### config.mk
export PLATFORM = sky130hd
export DESIGN_NAME = alu_postprocess
export DESIGN_NICKNAME = d
export VERILOG_FILES = /design/src/rtl/alu_pkg.sv /design/src/rtl/alu_flag_calc.sv /design/src/rtl/alu_postprocess.sv
export SDC_FILE = /design/constraint.sdc
export NUM_CORES = 1
export LEC_CHECK = 0
export ABC_AREA = 0
export ABC_CLOCK_PERIOD_IN_PS = 2009
export BUFFER_PORTS_ARGS = -buffer_cell sky130_fd_sc_hd__buf_2
export CAP_MARGIN = 20
export CORE_UTILIZATION = 45
export DETAILED_ROUTE_END_ITERATION = 8
export GPL_TIMING_DRIVEN = 0
export MAX_ROUTING_LAYER = met4
export PLACE_DENSITY = 0.8
export RECOVER_POWER = 50
export SETUP_SLACK_MARGIN = 0.15
export SLEW_MARGIN = 40
export SYNTH_ARGS = -nofsm -noshare
export SYNTH_HDL_FRONTEND = slang
export SYNTH_SLANG_ARGS = --single-unit
### constraint.sdc
create_clock -name clk -period 2.01 [get_ports clk]
set_input_delay 0.1005 -clock clk [delete_from_list [all_inputs] [get_ports clk]]
set_output_delay 0.1005 -clock clk [all_outputs]
set_load 0.05 [all_outputs]
### src/rtl/alu_pkg.sv
// alu_pkg: shared nibble width, FSM states, flag bit positions and saturation helpers
package alu_pkg;
  localparam int NIB_W = 4;
  localparam int FLAG_Z = 3;
  localparam int FLAG_C = 2;
  localparam int FLAG_V = 1;
  localparam int FLAG_N = 0;
  typedef enum logic [1:0] {IDLE, ACCUM, DONE} state_t;
  // Largest positive two's-complement value of width w, LSB-aligned in 32 bits.
  function automatic logic [31:0] sat_pos(input int w);
    return (32'h1 << (w - 1)) - 32'h1;
  endfunction
  // Most negative two's-complement value of width w, LSB-aligned in 32 bits.
  function automatic logic [31:0] sat_neg(input int w);
    return 32'h1 << (w - 1);
  endfunction
endpackage

### src/rtl/alu_flag_calc.sv
// alu_flag_calc: per-nibble carry, signed-overflow and sign flags from the adder outputs
module alu_flag_calc
  import alu_pkg::*;
(
  input  logic [NIB_W-1:0] i_s,
  input  logic             i_cout,
  input  logic             i_am3,
  input  logic             i_bm3,
  output logic             o_c,
  output logic             o_v,
  output logic             o_n
);
  assign o_c = i_cout;
  assign o_n = i_s[NIB_W-1];
  assign o_v = (i_am3 == i_bm3) & (i_s[NIB_W-1] != i_am3);
endmodule

### src/rtl/alu_postprocess.sv
// alu_postprocess: assembles adder nibbles into a word with Z/C/V/N flags behind a valid/ready output (ALU_SAT_EN enables signed saturation on overflow)
module alu_postprocess
  import alu_pkg::*;
#(
  parameter int NIB = 2
) (
  input  logic                clk,
  input  logic                reset,
  input  logic [NIB_W-1:0]    S,
  input  logic                cout,
  input  logic                AM3,
  input  logic                BM3,
  input  logic                in_valid,
  input  logic                in_last,
  output logic                in_ready,
  output logic                cin_next,
  output logic [NIB_W*NIB-1:0] R,
  output logic [3:0]          flags,
  output logic                out_valid,
  input  logic                out_ready
);
  localparam int W = NIB_W * NIB;
  localparam int CW = $clog2(NIB + 1);
`ifdef ALU_SAT_EN
  localparam logic [W-1:0] SAT_POS = W'(sat_pos(W));
  localparam logic [W-1:0] SAT_NEG = W'(sat_neg(W));
`endif
  state_t         r_state;
  logic [CW-1:0]  r_cnt;
  logic [W-1:0]   r_r;
  logic [3:0]     r_flags;
  logic           r_cin;
  logic [CW-1:0]  w_idx;
  logic           w_last;
  logic [W-1:0]   w_r_wr;
  logic [W-1:0]   w_r_fin;
  logic [3:0]     w_flags;
  logic           w_c;
  logic           w_v;
  logic           w_n;
  alu_flag_calc u_flag (
    .i_s    (S),
    .i_cout (cout),
    .i_am3  (AM3),
    .i_bm3  (BM3),
    .o_c    (w_c),
    .o_v    (w_v),
    .o_n    (w_n)
  );
  assign in_ready  = r_state != DONE;
  assign out_valid = r_state == DONE;
  assign cin_next  = r_cin;
  assign R         = r_r;
  assign flags     = r_flags;
  assign w_idx     = (r_state == IDLE) ? '0 : r_cnt;
  assign w_last    = in_last | (w_idx == CW'(NIB - 1));
  // Merge the incoming nibble into the word (a fresh word starts from zero so missing nibbles read as 0), then apply saturation and flags.
  always_comb begin
    w_r_wr = (r_state == IDLE) ? '0 : r_r;
    for (int i = 0; i < NIB; i++)
      if (w_idx == CW'(i)) w_r_wr[NIB_W*i +: NIB_W] = S;
`ifdef ALU_SAT_EN
    w_r_fin = w_v ? (w_n ? SAT_POS : SAT_NEG) : w_r_wr;
    w_flags[FLAG_N] = w_v ? ~w_n : w_n;
`else
    w_r_fin = w_r_wr;
    w_flags[FLAG_N] = w_n;
`endif
    w_flags[FLAG_Z] = w_r_fin == '0;
    w_flags[FLAG_C] = w_c;
    w_flags[FLAG_V] = w_v;
  end
  // Nibble accept/assemble FSM; DONE holds the word until downstream takes it.
  always_ff @(posedge clk) begin
    if (reset) begin
      r_state <= IDLE;
      r_cnt   <= '0;
      r_r     <= '0;
      r_flags <= '0;
      r_cin   <= 1'b0;
    end else if (r_state == DONE) begin
      if (out_ready) begin
        r_state <= IDLE;
        r_cnt   <= '0;
        r_cin   <= 1'b0;
      end
    end else if (in_valid) begin
      r_r     <= w_last ? w_r_fin : w_r_wr;
      r_flags <= w_last ? w_flags : r_flags;
      r_cnt   <= w_idx + CW'(1);
      r_cin   <= cout;
      r_state <= w_last ? DONE : ACCUM;
    end
  end
endmodule

==> impl_metrics.toml, run 1 <==
[yosys]
yosysTopAreaCellShare_pct = 41.2
synthesis.instances = 93
yosysUniqueCellTypes = 26
ys_seq_elements = 17
synth_area_leaders = "dfxtp_1, a32oi_1, nor2_1"
synth-compound-area-share_pct = 20.3
synthXorXnorAreaFrac_pct = 0
synthesis.nets = 107
synth.yosys.seq_area_share_pct = 41.2
synthAdderAreaFrac_pct = 3.03
yosys.area.top_type = "dfxtp_1"
netlist_area_um2 = 826
syn_avg_cell_area_um2 = 8.88
synthSimpleGateAreaFrac_pct = 22.7
synth_top_family_by_area = "simple AND/OR/NAND/NOR gates"
synth_warnings = 0
synth_mux_area_share_pct = 4.85

[setup_path]
startpoint_type = "flip-flop"
timing.rr.end = "flags[3]"
r2r_cells = 9
crit_end = "flags[3]"
path_max_fanout = 9
required_ns = 2.20
reg2reg_from = "r_state[0]"
critPathLaunch = "r_state[0]"
crit_type = "flip-flop to flip-flop"
crit_arrival_ns = 1.97
cp-end-kind = "flip-flop"
r2r_setup_slack_ns = 0.23

[drt]
drc = 0
route.antenna.remaining_nets = 0
viasPerCell = 5.21
wl_per_cell_um = 12.3
vias = 761
drtIter0Drc = 16
routed_wirelength_um = 1790
firstDrtPassIters = 5

[finish]
antennaDiodeCount = 0
nNetsFinal = 136
drive_gt1_share_pct = 19.0
post-route-cell-area_um2 = 982
layout_common_cells = "nor2_1, dfxtp_1, clkbuf_1"
utilization_pct = 56.9
area_growth_pct = 18.9
final_cells = 146
final_common_cell = "nor2_1"

[clock_network]
clkLatencyLatePin_ns = 0.28
post_cts_buffers = 0
clkTransAtPathRegs_ns = 0.10
cts_hold_buf = 0
htreeDepth = 1
tritoncts = "done"
clk_path_buf_depth = 2
cts_buffers = 3
root_buffer = "clkbuf_4"
clock_sinks = 17

[grt]
grt_pass1_vias = 657
gr-total-overflow = 0
grt_max_degree = 11
grt_pass1_wl_um = 2860
antenna_found_initial = 0
grt_usage_pct = 19.9

[power]
p_seq_share_pct = 50.5
total_power_mw = 0.731
p_int_mw = 0.489
leakage_nw = 0.400
clockPowerShare_pct = 24.2
power_density_mw_per_mm2 = 744
vdd_ir_drop_max_mv = 0.532
p_sw_mw = 0.242
combPwrFrac_pct = 25.3
swShare_pct = 33.0

[timing]
period_share_pct = 88.8
fin_skew_ns = 0.00545
worstMarginPinSlew_ns = 0.605
finalSetupViolCount = 0
period_minus_slack_ns = 1.78
relSlewSlack_pct = 59.9
hold_ws_ns = 0.0591
slew_violations = 0
timing.final.ws_setup_ns = 0.225
tns_ns = 0
grt_setup_unrepaired = "yes"
finalHoldViolCount = 0
clock.fmax_mhz = 560

[outcome]
status = "complete, no violations"

[placed_design]
routabilityCongestion = 0.819
dp_slack_ns = 0.124
dp_hpwl_um = 1320
post_dp_cell_area_um2 = 977
place_inst = 142
portBuffers = 24

[floorplanning]
placementRows = 15
core_mm2 = 0.00173
fp.dieH_um = 44.8
start_util_pct = 47.8
dieArea_mm2 = 0.00201
fp.dieW_um = 44.8
pin_count = 27

[flow_run]
cap_violations = 0

[min_path]
hp-class = "input pin to flip-flop"
[routing by layer]
metal	GRT usage [%]	up-vias	share of wire, %
met1	26.4	346	49
li1	-	393	-
met4	5.45	0	0.78
met5	-	-	0
met3	3.60	2	3.2
met2	31.2	20	47
[final cells by class]
class	count	area, um2
flip-flops and latches	17	342
inverters	4	15.0
clock buffers	3	22.5
plain buffers	7	42.5
fillers	181	744
multi-input cells	65	420
repair buffers	24	104
clock inverters	1	5.00
well taps	25	31.3
[worst max-delay path, stage by stage (launching register included)]
cell,delay (ns)
dfxtp_1,0.34
buf_6,0.13
nor2_1,0.06
nor2b_1,0.17
ha_1,0.16
buf_2,0.18
nor2_1,0.09
nand3b_4,0.20
nor2b_1,0.17
a32o_1,0.20
[sequential cells by signal, summed over array words and instances (netlist names)]
register and cells:
cin_next 1, r_state 2, R 8, flags 4, r_cnt 2
[synth_stat cells]
cell type,count
nand2b_4,1
mux2i_1,4
and2_4,1
a21oi_1,5
a32oi_1,8
a32o_1,1
nand3_1,3
nor2b_1,2
nor2_1,17
buf_1,1
o21ai_0,3
dfxtp_1,17
nor4_1,2
o22ai_1,2
inv_1,4
nor3_1,2
nand2_1,5
nand2b_1,2
clkbuf_1,2
o211ai_2,1
nand3b_4,1
o211ai_1,2
o31ai_1,1
buf_2,1
ha_1,2
buf_6,3
[how the worst min path moves through the flow]
stage / cells past startpoint / slack, ns / endpoint / start
4_1_cts: 3 / 0.05 / cin_next / cout
2_1_floorplan: 2 / 0.24 / cin_next / cout
3_3_place_gp: 3 / 0.36 / flags[2] / cout
6_report: 3 / 0.06 / cin_next / cout
5_1_grt: 3 / 0.06 / cin_next / cout
3_5_place_dp: 3 / 0.36 / cin_next / cout
[kinds of logic (layout without fill, tap and decap cells)]
group | count (synthesis) | in the layout
AO/OA/AOI/OAI | 23 | 23
flip-flops | 17 | 17
multiplexers | 4 | 4
buffers and inverters | 11 | 39
AND/OR/NAND/NOR | 36 | 36
adder cells (fa/ha/maj) | 2 | 2
[timing repair]
action                                  in CTS  in global routing
endpoints found under the setup margin       1                  7
cloned                                       0                  0
gates resized for setup                      1                  2
[power by group through the flow]
stage / logic, mW / clock network [mW] / registers [mW]
after floorplan: 0.103 / 0 / 0.417
after detailed placement: 0.190 / 0 / 0.376
after CTS: 0.190 / 0.180 / 0.369
final: 0.185 / 0.177 / 0.369
after global routing: 0.199 / 0.199 / 0.372
after global placement: 0.186 / 0 / 0.376
Note: power is estimated with default switching activity, not from simulation.
==> inputs of run 2 (changes only) <==
ABC_CLOCK_PERIOD_IN_PS = 1800   (was 2009)
clock period = 1.8 ns   (was 2.01 ns; I/O delays follow)
==> run 2 against run 1 <==
Compared with the run above: critical endpoint unchanged; hold slack worse by 0.013 ns; via count increased by 5.0%; design area increased by 7.1%; clock power is 12% higher; clock skew decreased by 0.0019 ns; highest routed layer unchanged; sequential power is 12% higher.
==> impl_metrics.toml, run 2 (synthesis gave the netlist of run 1 again) <==
[grt]
gr-total-overflow = 0
grt_pass1_wl_um = 2950
grt_max_degree = 11
grt_usage_pct = 20.9
antenna_found_initial = 0
grt_pass1_vias = 683

[flow_run]
cap_violations = 0

[placed_design]
post_dp_cell_area_um2 = 978
dp_slack_ns = -0.0453
place_inst = 142
portBuffers = 24
dp_hpwl_um = 1400
routabilityCongestion = 0.816

[timing]
relSlewSlack_pct = 59.7
tns_ns = 0
grt_setup_unrepaired = "yes"
finalHoldViolCount = 0
worstMarginPinSlew_ns = 0.607
slew_violations = 0
period_share_pct = 90.3
period_minus_slack_ns = 1.63
clock.fmax_mhz = 615
hold_ws_ns = 0.0460
finalSetupViolCount = 0
fin_skew_ns = 0.00350
timing.final.ws_setup_ns = 0.174

[drt]
viasPerCell = 5.29
drtIter0Drc = 24
route.met3.wl_um = 102
routed_wirelength_um = 1900
firstDrtPassIters = 4
wl_per_cell_um = 12.6
m1WireLength_um = 854
vias = 799
route.antenna.remaining_nets = 0
drc = 0
wl_met2_um = 915
top_layer = "met4"

[clock_network]
clk_path_buf_depth = 2
clock_sinks = 17
cts_buffers = 3
root_buffer = "clkbuf_4"
htreeDepth = 1
tritoncts = "done"
clkLatencyLatePin_ns = 0.29
clkTransAtPathRegs_ns = 0.10

[finish]
final_common_cell = "clkbuf_1"
nNetsFinal = 141
fillers = 171
antennaDiodeCount = 0
largest_reg_flops = 8
drive_gt1_share_pct = 27.0
final_cells = 151
layout_common_cells = "clkbuf_1, dfxtp_1, nor2_1"
post-route-cell-area_mm2 = 0.00105
area_growth_pct = 27.4

[min_path]
worst_hold_path.num_cells = 3
hold-path-endpoint = "cin_next"
holdCritStartpoint = "cout"
hp-class = "input pin to flip-flop"

[setup_path]
critPathMaxStageDelay_ns = 0.33
critPathLaunch = "r_state[0]"
r2r_cells = 9
r2r_setup_slack_ns = 0.17
crit_arrival_ns = 1.82
crit_chain = "buf_6, nor2_4, nor2b_2, ha_2, buf_6, nor2_4, nand3b_4, nor2b_1, a32o_1"
timing.rr.end = "flags[3]"
cp-end-kind = "flip-flop"
path_max_fanout = 8
required_ns = 1.99
crit_type = "flip-flop to flip-flop"
crit_slowest_cell = "dfxtp_2"
startpoint_type = "flip-flop"
reg2reg_from = "r_state[0]"

[floorplanning]
fp.dieW_um = 44.8
fp.dieH_um = 44.8
core_mm2 = 0.00173
pin_count = 27
placementRows = 15
dieArea_mm2 = 0.00201
start_util_pct = 47.8

[power]
power_density_mw_per_mm2 = 799
vdd_ir_drop_max_mv = 0.530
leakage_nw = 0.426

[outcome]
status = "complete, no violations"
[run 2: changes by cell type in the layout (fill, tap and decap cells not counted), sizes merged]
cell,delta
buf,+5
[run 2: cell type report]
class                      instances  area, um2  share of cell area (%)
multi-input combinational         65        439                    41.7
tap                               25       31.3                    2.97
sequential                        17        345                    32.8
clock inverter                     1       5.00                   0.476
clock buffer                       3       22.5                    2.14
inverter                           4       15.0                    1.43
timing repair buffer              29        138                    13.1
buffer                             7       56.3                    5.35
[run 2: worst max-delay path: cells and delay by family (launching register included)]
kind / cells / cell delay, ns
fa+ha+maj: 1 / 0.19
simple gates: 5 / 0.56
compound gates: 1 / 0.21
flops: 1 / 0.33
buf+inv: 2 / 0.24
[run 2: metrics by stage]
stage               utilization (%)  total power [mW]
floorplan                         -             0.581
global placement               56.7             0.628
detailed placement             56.7             0.633
CTS                            60.0             0.842
global route                   60.9             0.883
finish                         60.9             0.841
[run 2: routing by layer]
layer,vias to the layer above,global-route usage [%]
met5,-,-
met4,0,10.9
met3,4,2.80
met2,30,33.2
met1,363,25.7
li1,402,-
[run 2: worst max path at each step]
stage	end	cells after the start
3_5_place_dp	flags[3]	8
3_3_place_gp	flags[3]	8
5_1_grt	flags[3]	9
6_report	flags[3]	9
2_1_floorplan	flags[3]	8
4_1_cts	flags[3]	8
[run 2: what timing repair did]
item,CTS,global route
gates resized for setup,9,4
hold buffers,0,0
setup endpoints to repair,12,9
pin swaps,0,3
buffers inserted,1,4
[run 2: power breakdown]
part / switching [mW] / internal (mW)
clock: 0.117 / 0.0826
sequential: 0.0161 / 0.396
combinational: 0.146 / 0.0828
total: 0.279 / 0.562
